[config.mk]
export PLATFORM = sky130hd
export DESIGN_NAME = tempsens_host_reader
export DESIGN_NICKNAME = d
export VERILOG_FILES = /design/src/rtl/tempsens_host_pkg.sv /design/src/rtl/host_uart_phy.sv /design/src/rtl/tempsens_host_reader.sv
export SDC_FILE = /design/constraint.sdc
export NUM_CORES = 1
export LEC_CHECK = 0
export BUFFER_PORTS_ARGS = -buffer_cell sky130_fd_sc_hd__buf_2
export CAP_MARGIN = 20
export CELL_PAD_IN_SITES_DETAIL_PLACEMENT = 0
export CELL_PAD_IN_SITES_GLOBAL_PLACEMENT = 1
export CORE_MARGIN = 8
export CORE_UTILIZATION = 46
export CTS_BUF_LIST = sky130_fd_sc_hd__clkbuf_8
export DETAILED_ROUTE_END_ITERATION = 7
export PLACE_DENSITY_LB_ADDON = 0.25
export SKIP_CTS_REPAIR_TIMING = 1
export SYNTH_ARGS = -nofsm -noshare
export SYNTH_HDL_FRONTEND = slang
export SYNTH_SLANG_ARGS = --single-unit
export TNS_END_PERCENT = 5
[constraint.sdc]
create_clock -name clk -period 1.7 [get_ports clk]
set_clock_uncertainty 0.1 [all_clocks]
set_input_delay 0.34 -clock clk [delete_from_list [all_inputs] [get_ports clk]]
set_output_delay 0.34 -clock clk [all_outputs]
set_load 0.005 [all_outputs]
[src/rtl/tempsens_host_pkg.sv]
// Shared definitions for the temperature-sensor host reader: controller and
// receiver state encodings, the default read command and UART frame shape.
package tempsens_host_pkg;

    typedef enum logic [2:0] {
        ST_IDLE    = 3'd0,
        ST_SEND    = 3'd1,
        ST_WAIT_LO = 3'd2,
        ST_WAIT_HI = 3'd3,
        ST_DONE    = 3'd4,
        ST_ERR     = 3'd5
    } host_state_t;

    typedef enum logic [1:0] {
        RX_IDLE  = 2'd0,
        RX_START = 2'd1,
        RX_DATA  = 2'd2,
        RX_STOP  = 2'd3
    } rx_state_t;

    localparam logic [7:0] DEFAULT_CMD_BYTE = 8'h01;
    localparam int UART_DATA_BITS  = 8;
    localparam int UART_STOP_BITS  = 1;
    localparam int UART_FRAME_BITS = 1 + UART_DATA_BITS + UART_STOP_BITS;

endpackage

[src/rtl/host_uart_phy.sv]
// 8N1 UART serializer/deserializer for the sensor link. DIV clock cycles per
// bit. After reset the transmitter holds the line idle for one full bit-time
// (reported as tx_busy) so the sensor sees a clean idle gap after an abort.
module host_uart_phy
    import tempsens_host_pkg::*;
#(
    parameter int DIV = 10
) (
    input  logic       clk,
    input  logic       reset,
    input  logic       tx_start,
    input  logic [7:0] tx_data,
    output logic       tx_busy,
    output logic       tx,
    input  logic       rx,
    output logic [7:0] rx_data,
    output logic       rx_ready,
    output logic       rx_ferr
);

    localparam int CNT_W = $clog2(DIV);
    localparam int BIT_W = $clog2(UART_FRAME_BITS);
    localparam logic [CNT_W-1:0] BIT_LAST   = CNT_W'(DIV - 1);
    localparam logic [CNT_W-1:0] HALF_LAST  = CNT_W'(DIV / 2 - 1);
    localparam logic [BIT_W-1:0] FRAME_LAST = BIT_W'(UART_FRAME_BITS - 1);
    localparam logic [BIT_W-1:0] DATA_LAST  = BIT_W'(UART_DATA_BITS - 1);

    logic                    tx_r;
    logic                    tx_active_r;
    logic                    tx_guard_r;
    logic [CNT_W-1:0]        tx_cyc_r;
    logic [BIT_W-1:0]        tx_bit_r;
    logic [UART_DATA_BITS:0] tx_shift_r;

    logic [1:0]       rx_sync_r;
    logic             rx_s;
    logic             rx_prev_r;
    rx_state_t        rx_state_r;
    logic [CNT_W-1:0] rx_cyc_r;
    logic [BIT_W-1:0] rx_bit_r;
    logic [7:0]       rx_shift_r;
    logic [7:0]       rx_data_r;
    logic             rx_ready_r;
    logic             rx_ferr_r;

    assign tx       = tx_r;
    assign tx_busy  = tx_active_r | tx_guard_r;
    assign rx_s     = rx_sync_r[1];
    assign rx_data  = rx_data_r;
    assign rx_ready = rx_ready_r;
    assign rx_ferr  = rx_ferr_r;

    // Transmitter: post-reset idle guard, then start/data/stop serialization LSB first.
    always_ff @(posedge clk or negedge reset) begin
        if (!reset) begin
            tx_r        <= 1'b1;
            tx_active_r <= 1'b0;
            tx_guard_r  <= 1'b1;
            tx_cyc_r    <= {CNT_W{1'b0}};
            tx_bit_r    <= {BIT_W{1'b0}};
            tx_shift_r  <= {(UART_DATA_BITS + 1){1'b1}};
        end else if (tx_guard_r) begin
            if (tx_cyc_r == BIT_LAST) begin
                tx_cyc_r   <= {CNT_W{1'b0}};
                tx_guard_r <= 1'b0;
            end else begin
                tx_cyc_r <= tx_cyc_r + 1'b1;
            end
        end else if (tx_active_r) begin
            if (tx_cyc_r == BIT_LAST) begin
                tx_cyc_r <= {CNT_W{1'b0}};
                if (tx_bit_r == FRAME_LAST) begin
                    tx_active_r <= 1'b0;
                    tx_bit_r    <= {BIT_W{1'b0}};
                    tx_r        <= 1'b1;
                end else begin
                    tx_bit_r   <= tx_bit_r + 1'b1;
                    tx_r       <= tx_shift_r[0];
                    tx_shift_r <= {1'b1, tx_shift_r[UART_DATA_BITS:1]};
                end
            end else begin
                tx_cyc_r <= tx_cyc_r + 1'b1;
            end
        end else if (tx_start) begin
            tx_r        <= 1'b0;
            tx_active_r <= 1'b1;
            tx_shift_r  <= {1'b1, tx_data};
            tx_cyc_r    <= {CNT_W{1'b0}};
            tx_bit_r    <= {BIT_W{1'b0}};
        end
    end

    // Two-flop synchronizer for the asynchronous rx line, preset to idle-high.
    always_ff @(posedge clk or negedge reset) begin
        if (!reset) begin
            rx_sync_r <= 2'b11;
            rx_prev_r <= 1'b1;
        end else begin
            rx_sync_r <= {rx_sync_r[0], rx};
            rx_prev_r <= rx_s;
        end
    end

    // Receiver: falling edge arms, half-bit confirms start, then mid-bit sampling.
    always_ff @(posedge clk or negedge reset) begin
        if (!reset) begin
            rx_state_r <= RX_IDLE;
            rx_cyc_r   <= {CNT_W{1'b0}};
            rx_bit_r   <= {BIT_W{1'b0}};
            rx_shift_r <= 8'h00;
            rx_data_r  <= 8'h00;
            rx_ready_r <= 1'b0;
            rx_ferr_r  <= 1'b0;
        end else begin
            rx_ready_r <= 1'b0;
            rx_ferr_r  <= 1'b0;
            case (rx_state_r)
                RX_IDLE: begin
                    if (rx_prev_r && !rx_s) begin
                        rx_state_r <= RX_START;
                        rx_cyc_r   <= {CNT_W{1'b0}};
                    end
                end
                RX_START: begin
                    if (rx_cyc_r == HALF_LAST) begin
                        rx_cyc_r   <= {CNT_W{1'b0}};
                        rx_bit_r   <= {BIT_W{1'b0}};
                        rx_state_r <= rx_s ? RX_IDLE : RX_DATA;
                    end else begin
                        rx_cyc_r <= rx_cyc_r + 1'b1;
                    end
                end
                RX_DATA: begin
                    if (rx_cyc_r == BIT_LAST) begin
                        rx_cyc_r   <= {CNT_W{1'b0}};
                        rx_shift_r <= {rx_s, rx_shift_r[7:1]};
                        if (rx_bit_r == DATA_LAST) begin
                            rx_state_r <= RX_STOP;
                        end else begin
                            rx_bit_r <= rx_bit_r + 1'b1;
                        end
                    end else begin
                        rx_cyc_r <= rx_cyc_r + 1'b1;
                    end
                end
                RX_STOP: begin
                    if (rx_cyc_r == BIT_LAST) begin
                        rx_cyc_r   <= {CNT_W{1'b0}};
                        rx_state_r <= RX_IDLE;
                        if (rx_s) begin
                            rx_data_r  <= rx_shift_r;
                            rx_ready_r <= 1'b1;
                        end else begin
                            rx_ferr_r <= 1'b1;
                        end
                    end else begin
                        rx_cyc_r <= rx_cyc_r + 1'b1;
                    end
                end
                default: begin
                    rx_state_r <= RX_IDLE;
                end
            endcase
        end
    end

endmodule

[src/rtl/tempsens_host_reader.sv]
// Host-side reader for a UART temperature sensor: on req, sends CMD_BYTE,
// collects a little-endian 16-bit reply and presents it on sample.
// Optional build macro TEMPSENS_HOST_TIMEOUT_EN adds a per-byte response
// timeout of TIMEOUT_CYC cycles; without it the reader waits indefinitely.
module tempsens_host_reader
    import tempsens_host_pkg::*;
#(
    parameter int         CLK_FREQ    = 10000,
    parameter int         BAUD        = 1000,
    parameter logic [7:0] CMD_BYTE    = DEFAULT_CMD_BYTE,
    parameter int         TIMEOUT_CYC = 40000
) (
    input  logic        clk,
    input  logic        reset,
    input  logic        req,
    input  logic        rx,
    output logic        tx,
    output logic        busy,
    output logic [15:0] sample,
    output logic        sample_valid,
    output logic        err
);

    localparam int DIV = CLK_FREQ / BAUD;

    if (DIV < 4 || DIV * BAUD != CLK_FREQ || TIMEOUT_CYC < 1) begin : g_cfg_check
        $error("tempsens_host_reader: CLK_FREQ/BAUD must be an integer >= 4 and TIMEOUT_CYC >= 1");
    end

    host_state_t state_r;
    logic        busy_r;
    logic [15:0] sample_r;
    logic        sample_valid_r;
    logic        err_r;
    logic        tx_start_r;
    logic        tx_sent_r;
    logic [7:0]  lo_r;
    logic        tx_busy_s;
    logic [7:0]  rx_data_s;
    logic        rx_ready_s;
    logic        rx_ferr_s;
    logic        tmo_hit_s;

    assign busy         = busy_r;
    assign sample       = sample_r;
    assign sample_valid = sample_valid_r;
    assign err          = err_r;

    host_uart_phy #(.DIV(DIV)) u_phy (
        .clk      (clk),
        .reset    (reset),
        .tx_start (tx_start_r),
        .tx_data  (CMD_BYTE),
        .tx_busy  (tx_busy_s),
        .tx       (tx),
        .rx       (rx),
        .rx_data  (rx_data_s),
        .rx_ready (rx_ready_s),
        .rx_ferr  (rx_ferr_s)
    );

`ifdef TEMPSENS_HOST_TIMEOUT_EN
    localparam int TMO_W = $clog2(TIMEOUT_CYC + 1);
    localparam logic [TMO_W-1:0] TMO_LAST = TMO_W'(TIMEOUT_CYC - 1);

    logic [TMO_W-1:0] tmo_r;

    // Count cycles spent waiting for a reply byte; restart on each byte and outside the wait states.
    always_ff @(posedge clk or negedge reset) begin
        if (!reset) begin
            tmo_r <= {TMO_W{1'b0}};
        end else if ((state_r == ST_WAIT_LO || state_r == ST_WAIT_HI) && !rx_ready_s && !tmo_hit_s) begin
            tmo_r <= tmo_r + 1'b1;
        end else begin
            tmo_r <= {TMO_W{1'b0}};
        end
    end

    // Timeout fires once the wait counter has run TIMEOUT_CYC cycles.
    always_comb begin
        tmo_hit_s = (tmo_r == TMO_LAST);
    end
`else
    // No timeout hardware: wait states only leave on a byte, a framing error or reset.
    always_comb begin
        tmo_hit_s = 1'b0;
    end
`endif

    // Transaction controller with registered status outputs.
    always_ff @(posedge clk or negedge reset) begin
        if (!reset) begin
            state_r        <= ST_IDLE;
            busy_r         <= 1'b0;
            sample_r       <= 16'h0000;
            sample_valid_r <= 1'b0;
            err_r          <= 1'b0;
            tx_start_r     <= 1'b0;
            tx_sent_r      <= 1'b0;
            lo_r           <= 8'h00;
        end else begin
            tx_start_r     <= 1'b0;
            sample_valid_r <= 1'b0;
            err_r          <= 1'b0;
            case (state_r)
                ST_IDLE: begin
                    if (req) begin
                        state_r   <= ST_SEND;
                        busy_r    <= 1'b1;
                        tx_sent_r <= 1'b0;
                    end
                end
                ST_SEND: begin
                    // tx_start_r is still high the cycle before the PHY reports busy, so wait it out.
                    if (!tx_sent_r) begin
                        if (!tx_busy_s) begin
                            tx_start_r <= 1'b1;
                            tx_sent_r  <= 1'b1;
                        end
                    end else if (!tx_start_r && !tx_busy_s) begin
                        state_r <= ST_WAIT_LO;
                    end
                end
                ST_WAIT_LO: begin
                    if (rx_ready_s) begin
                        lo_r    <= rx_data_s;
                        state_r <= ST_WAIT_HI;
                    end else if (rx_ferr_s || tmo_hit_s) begin
                        err_r   <= 1'b1;
                        busy_r  <= 1'b0;
                        state_r <= ST_ERR;
                    end
                end
                ST_WAIT_HI: begin
                    if (rx_ready_s) begin
                        sample_r       <= {rx_data_s, lo_r};
                        sample_valid_r <= 1'b1;
                        busy_r         <= 1'b0;
                        state_r        <= ST_DONE;
                    end else if (rx_ferr_s || tmo_hit_s) begin
                        err_r   <= 1'b1;
                        busy_r  <= 1'b0;
                        state_r <= ST_ERR;
                    end
                end
                ST_DONE: begin
                    state_r <= ST_IDLE;
                end
                ST_ERR: begin
                    state_r <= ST_IDLE;
                end
                default: begin
                    busy_r  <= 1'b0;
                    state_r <= ST_IDLE;
                end
            endcase
        end
    end

endmodule
==> results.md, run 1 <==
- Crit end category: flip-flop
- Critical path's largest stage delay: around 400 ps
- Largest net degree at the start of global routing: 83
- Max Root-Sink Buffers: 2
- Cell Pwr Density: 996 nW/um^2
- Die height: 104 microns
- Routed vias: approximately 2,200
- Mux cell area share after synthesis: 0.141
- Max-slew violations: 0
- H-tree depth: 3
- Post-route DRC: 0
- Antenna Cells: 0
- Critical path cell sequence: ha_1, and4bb_2, nand2_2, mux2_2
- Fin cells: 429
- Synthesis-to-finish area growth: 16.1%
- Status: finished, final reports clean
- Fillers: between 600 and 700
- Initial antenna violation count: 0
- Worst-Skew Late Latency: about 340 ps
- Root Driver: clkbuf_8
- Vias in the first global route: roughly 2,200
- Final setup fails: 0
- Number of I/O port buffers: 23
- Yosys reg bits: slightly above 80
- First-pass GRT wire length: about 11,000 microns
- Die area: between 10,000 and 15,000 sq um
- Seq/Total Area, Yosys: 0.581
- Data arrival, critical path: ~1800 ps
- Largest family of logic cells by synthesized area: multiplexers
- Crit-path leading delay family: simple AND/OR/NAND/NOR gates
- Worst Setup Start Kind: flip-flop
- Period utilization: 0.987
- Post-route ant nets: 0
- Commonest register cell after synthesis: dfrtp_1
- WP data required: 1830 ps
- Design area: between 4000 and 5000 sq um
- Post-synth EDFFs: 0
- TritonCTS clock tree: done
- Num CTS Buffers: 9
- All-Layer GR Usage: 0.119
- Finished Core Util: 0.544
- Simple-Gate Fraction of Synth Area: 0.127
- Max_slew headroom: 0.708
- Slowest cell on the critical path: dfrtp_1
- Critical setup path kind: reg2reg
- First-iteration detailed-routing DRC count: 57
- Unique cell type count in the Yosys netlist: between 50 and 60
- Max-cap check violation count: 0
- Top cell type by total area after synthesis: dfrtp_1
- Gate Count Post-Synth: roughly 280
- Area of the multi-input gates: ~1400 sq um
- Inst Count DP: approximately 410
- Post-Syn Nets: roughly 290
- Drt total wl: between 5000 and 6000 microns
- Adder-Cell Fraction of Synth Area: 0.0211
- Compound-Gate Fraction of Synth Area: 0.0973
- DP Area: slightly below 4000 sq um
- Buf/Inv on CP: 0
- Netlist Area Pre-Place: roughly 3600 sq um
- Vias/cell: 5.08
- DPL Wire Length: 4010 microns
- Area contributors post-synth: dfrtp_1, dfstp_2, mux2_2
- Leak: about 2.1 nW
- Drt pass-1 iters: 4
- Grt total ovfl: 0
- Share of cells above drive strength 1: 0.349
- Slew @ Worst Pin: between 400 and 500 ps
- Worst Path Max Fanout: 10
- Register Area: 2070 sq um
- Final nets: between 300 and 400
- Hold WC Path Type: in2reg
- Die X: about 100 microns
- Synth warn: 0
- Peak supply drop: around 690 uV
- Fmax: 596 MHz
- Initial Util: 0.468
- Fin crit period: ~1700 ps
- Syn_area_per_cell: approximately 13 sq um
- Wire per inst: roughly 14 microns
- Post-synth top area share: 0.485
- Placer congestion estimate: around 0.77
- Number of clock sinks: 82
- I/O pins: 24
- Fin. Hold Viols: 0
- Core area: around 7600 sq um
- Clock transition at path regs: roughly 80 ps
- Xor and xnor area share after synthesis: 0.00738
- RSZ-0062 raised after global routing: yes
- Post-synth ARST share: 1.00
- Core Rows: 32
==> path summary, 6_finish.rpt <==
kind                                                    start                         endpoint  slack (ps)  cells past startpoint
worst max-delay path            u_phy.rx_cyc_r[0]$_DFFE_PN0P_  u_phy.rx_shift_r[4]$_DFFE_PN0P_          20                      4
worst min-delay path                                      req            tx_sent_r$_DFFE_PN0P_         250                      4
worst max register to register  u_phy.rx_cyc_r[0]$_DFFE_PN0P_  u_phy.rx_shift_r[4]$_DFFE_PN0P_          20                      4
worst min register to register   u_phy.rx_sync_r[0]$_DFF_PN1_     u_phy.rx_sync_r[1]$_DFF_PN1_         260                      0
max in group asynchronous                               reset       u_phy.tx_guard_r$_DFF_PN1_         680                      3
min in group asynchronous                               reset    u_phy.tx_bit_r[3]$_DFFE_PN0P_         430                      3
==> cell families (layout without fill, tap and decap cells) <==
| family | after synthesis | count (layout) |
|---|---|---|
| multiplexers | 42 | 42 |
| XOR/XNOR | 3 | 3 |
| adder cells (fa/ha/maj) | 6 | 6 |
| AND/OR/NAND/NOR | 72 | 72 |
| AO/OA/AOI/OAI | 52 | 52 |
| flip-flops | 82 | 82 |
| buffers and inverters | 21 | 70 |
==> sequential cells by signal (all words and copies together), names as in the netlist, 2 cells and up, named ones only <==
signal            cells
lo_r                  8
sample               16
state_r               3
u_phy.rx_bit_r        4
u_phy.rx_cyc_r        4
u_phy.rx_data         8
u_phy.rx_shift_r      8
u_phy.rx_sync_r       2
u_phy.tx_bit_r        4
u_phy.tx_cyc_r        4
u_phy.tx_shift_r      8
==> synthesized netlist by cell type, drive strengths merged (2+ instances only) <==
cell / count
dfrtp: 69
mux2: 39
nand2: 21
o21ai: 17
inv: 16
nor2: 16
dfstp: 13
nand3: 9
a21oi: 7
a22o: 6
ha: 6
buf: 4
o22ai: 4
a21o: 3
and3b: 3
mux2i: 3
nor2b: 3
nor3: 3
a2bb2oi: 2
and2b: 2
and4b: 2
and4bb: 2
nand2b: 2
nand3b: 2
nor4b: 2
o21a: 2
xnor2: 2
==> where the power goes <==
part | total (mW) | switching (mW) | leakage (nW) | internal (mW)
combinational | 0.518 | 0.274 | 0.928 | 0.244
clock | 1.45 | 0.713 | 0.109 | 0.739
sequential | 2.15 | 0.108 | 1.05 | 2.04
==> stage by stage <==
stage | worst slack, ps | hold slack, ps | TNS [ps] | total power [mW]
global placement | 77.9 | 246 | 0 | 2.65
CTS | 17.7 | -80.4 | 0 | 4.15
detailed placement | 39.8 | 248 | 0 | 2.67
global route | -34.3 | 260 | -187 | 4.34
floorplan | 102 | -55.6 | 0 | 2.47
finish | 21.3 | 245 | 0 | 4.12
==> layout make-up <==
| cell class | instances | share of cell area |
|---|---|---|
| Clock buffer | 10 | 0.0333 |
| Clock inverter | 6 | 0.0175 |
| Timing Repair Buffer | 38 | 0.0599 |
| Inverter | 16 | 0.0145 |
| Tap cell | 102 | 0.0309 |
| Sequential cell | 82 | 0.500 |
| Multi-Input combinational cell | 175 | 0.344 |
==> layer usage <==
metal | routed length [microns] | share of wire | up-vias | global-route usage
met1 | 2840 | 0.48 | 1074 | 0.150
met3 | 208 | 0.035 | 9 | 0.0372
li1 | - | - | 1077 | -
met2 | 2820 | 0.47 | 20 | 0.186
met5 | 0 | 0 | - | 0
met4 | 89 | 0.015 | 0 | 0.0517
==> cell usage in the layout (no fill, tap or decap), types with 9 or more instances in the layout <==
cell type,count
o21ai_0,15
inv_1,16
nand2_1,20
dfrtp_1,69
dfstp_2,13
buf_4,13
mux2_4,9
clkbuf_8,10
nor2_1,15
buf_2,22
mux2_2,30
==> worst min-delay path: cells and delay by family <==
kind / cells / cell delay, ps
and+or+nand+nor: 2 / 130
AOI/OAI and AO/OA: 1 / 50
buffers and inverters: 1 / 120
(Power assumes the default switching activity.)
==> run 2: changes to the inputs <==
--- a/config.mk
+++ b/config.mk
@@ -5,7 +5,7 @@
 export SDC_FILE = /design/constraint.sdc
 export NUM_CORES = 1
 export LEC_CHECK = 0
-export BUFFER_PORTS_ARGS = -buffer_cell sky130_fd_sc_hd__buf_2
+export BUFFER_PORTS_ARGS = -buffer_cell sky130_fd_sc_hd__buf_4
 export CAP_MARGIN = 20
 export CELL_PAD_IN_SITES_DETAIL_PLACEMENT = 0
 export CELL_PAD_IN_SITES_GLOBAL_PLACEMENT = 1
==> run 2 against run 1 <==
  * Via count rose by 2.5%
  * Critical path depth increased by 3
  * Global-route usage shrank 0.087 points
  * Die area is the same
  * Maximum frequency increased by 4.7%
  * Register-to-register slack improved by 70 ps
  * Worst hold slack lost 26 ps
  * Critical path type unchanged
  * Critical endpoint is now u_phy.rx_bit_r[2]$_DFFE_PN0P_
  * Largest cell class unchanged
==> results.md, run 2 (same netlist as run 1, synthesis figures left out) <==
- DPL Wire Length: 4190 microns (+4.5%)
- Crit-path leading delay family: simple AND/OR/NAND/NOR gates
- Hold WC Path Type: in2reg
- Fin crit period: 1600 ps (-74.9 ps)
- Max-slew violations: 0 (unchanged)
- Clock transition at path regs: 90 ps (about the same)
- Worst-Skew Late Latency: 360 ps (+20 ps)
- Largest net degree at the start of global routing: 51 (-39%)
- Final nets: 337 (+1.5%)
- Num CTS Buffers: 9 (unchanged)
- Commonest non-fill, non-tap cell in the layout: dfrtp_1
- Worst Setup Start Kind: flip-flop
- Drt total wl: 6010 microns (+0.92%)
- Max Root-Sink Buffers: 2 (unchanged)
- Max_slew headroom: 0.726 (+0.0172)
- Initial antenna violation count: 0 (unchanged)
- Number of clock sinks: 82 (unchanged)
- TritonCTS clock tree: done
- Peak supply drop: 596 uV (-13%)
- Data arrival, critical path: 1750 ps (-60 ps)
- WP data required: 1850 ps (+20 ps)
- Post-route ant nets: 0 (unchanged)
- Core area: 7610 sq um (unchanged)
- Root Driver: clkbuf_8
- Worst Path Max Fanout: 8 (-2)
- Routed vias: 2,234 (+2.5%)
- Leak: 2.11 nW (+1.3%)
- Drt pass-1 iters: 4 (unchanged)
- Initial Util: 0.468 (unchanged)
- Cell Pwr Density: 989 nW/um^2 (-0.76%)
- Critical path's largest stage delay: 390 ps (about the same)
- Wire per inst: 13.9 microns (-0.24%)
- Antenna Cells: 0 (unchanged)
- Status: finished, final reports clean
- Core Rows: 32 (unchanged)
- All-Layer GR Usage: 0.118 (-0.000872)
- Share of cells above drive strength 1: 0.367 (+0.0188)
- I/O pins: 24 (unchanged)
- H-tree depth: 3 (unchanged)
- R2R Setup Slk: 100 ps (+70 ps)
- Die area: 10,800 sq um (unchanged)
- Critical setup path kind: reg2reg
- Final setup fails: 0 (unchanged)
- Fmax: 624 MHz (+4.7%)
- Max reg flops: 16 (unchanged)
- Post-route DRC: 0 (unchanged)
- First-iteration detailed-routing DRC count: 61 (+7.0%)
- Max-cap check violation count: 0 (unchanged)
- Placer congestion estimate: 0.757 (-1.4%)
- Synthesis-to-finish area growth: 19.3%
- Grt total ovfl: 0 (unchanged)
- Period utilization: 0.943 (-0.0440)
- Buf/Inv on CP: 2 (+2)
- Vias/cell: 5.15 (+1.3%)
- Commonest non-fill, non-tap cells in the layout: dfrtp_1, buf_4, mux2_2
- Die X: 104 microns (unchanged)
- Crit end category: flip-flop
- Slowest cell on the critical path: dfrtp_1
- Number of I/O port buffers: 23 (unchanged)
- Finished Core Util: 0.558 (+0.0148)
- First-pass GRT wire length: 10,700 microns (-0.71%)
- Sum Neg Setup Slack: 0 ps (unchanged)
- Vias in the first global route: 2,289 (+2.1%)
- Die height: 104 microns (unchanged)
- Critical path cell sequence: inv_1, ha_2, and4bb_2, nand2_4, buf_4, nor2_1, nor3_1
- RSZ-0062 raised after global routing: no
- Fin. Hold Viols: 0 (unchanged)
- Slew @ Worst Pin: 410 ps (-27.3 ps)
## run 2: per-stage QoR
step,power [mW],std cells,hold WS [ps],area (sq um),setup WS [ps]
6_report,4.20,434,219,4250,96.2
5_1_grt,4.42,434,242,4250,1.48
4_1_cts,4.21,431,-172,4190,20.5
3_5_place_dp,2.73,415,222,3980,36.1
3_3_place_gp,2.70,415,225,3980,70.9
2_1_floorplan,2.47,278,-55.6,3560,102
## run 2: area by class of cell
type | count | area, sq um
fill | 644 | 3360
sequential | 82 | 2070
multi-input combinational | 175 | 1430
timing repair buffer | 43 | 353
tap | 102 | 128
clock buffer | 9 | 124
clock inverter | 7 | 82.6
inverter | 16 | 60.1
## run 2: where the power goes
part,internal (mW),leakage (nW),switching [mW]
Sequential,2.04,1.05,0.0867
Clock,0.704,0.0988,0.760
Combinational,0.292,0.964,0.316
Total,3.04,2.11,1.16
## run 2: worst reg2reg max path: stages (launching register included)
cell and delay [ps]:
dfrtp_1 390, inv_1 80, ha_2 190, and4bb_2 320
nand2_4 120, buf_4 160, nor2_1 90, nor3_1 50
## run 2: final timing paths
kind | from | end | depth (start not counted)
min | req | state_r[0]$_DFFE_PN0P_ | 3
min in group asynchronous | reset | u_phy.tx_cyc_r[3]$_DFFE_PN0P_ | 3
max reg2reg | u_phy.rx_cyc_r[1]$_DFFE_PN0P_ | u_phy.rx_bit_r[2]$_DFFE_PN0P_ | 7
max | u_phy.rx_cyc_r[1]$_DFFE_PN0P_ | u_phy.rx_bit_r[2]$_DFFE_PN0P_ | 7
max in group asynchronous | reset | u_phy.tx_shift_r[4]$_DFFE_PN1P_ | 3
min reg2reg | u_phy.rx_sync_r[0]$_DFF_PN1_ | u_phy.rx_sync_r[1]$_DFF_PN1_ | 0
## run 2: routing by layer
layer  vias to the layer above  global-route usage  wire (microns)
li1                       1087                   -               -
met1                      1116               0.147            2930
met2                        21               0.186            2790
met3                        10              0.0310             191
met4                         0              0.0620              99
met5                         -                   0               0
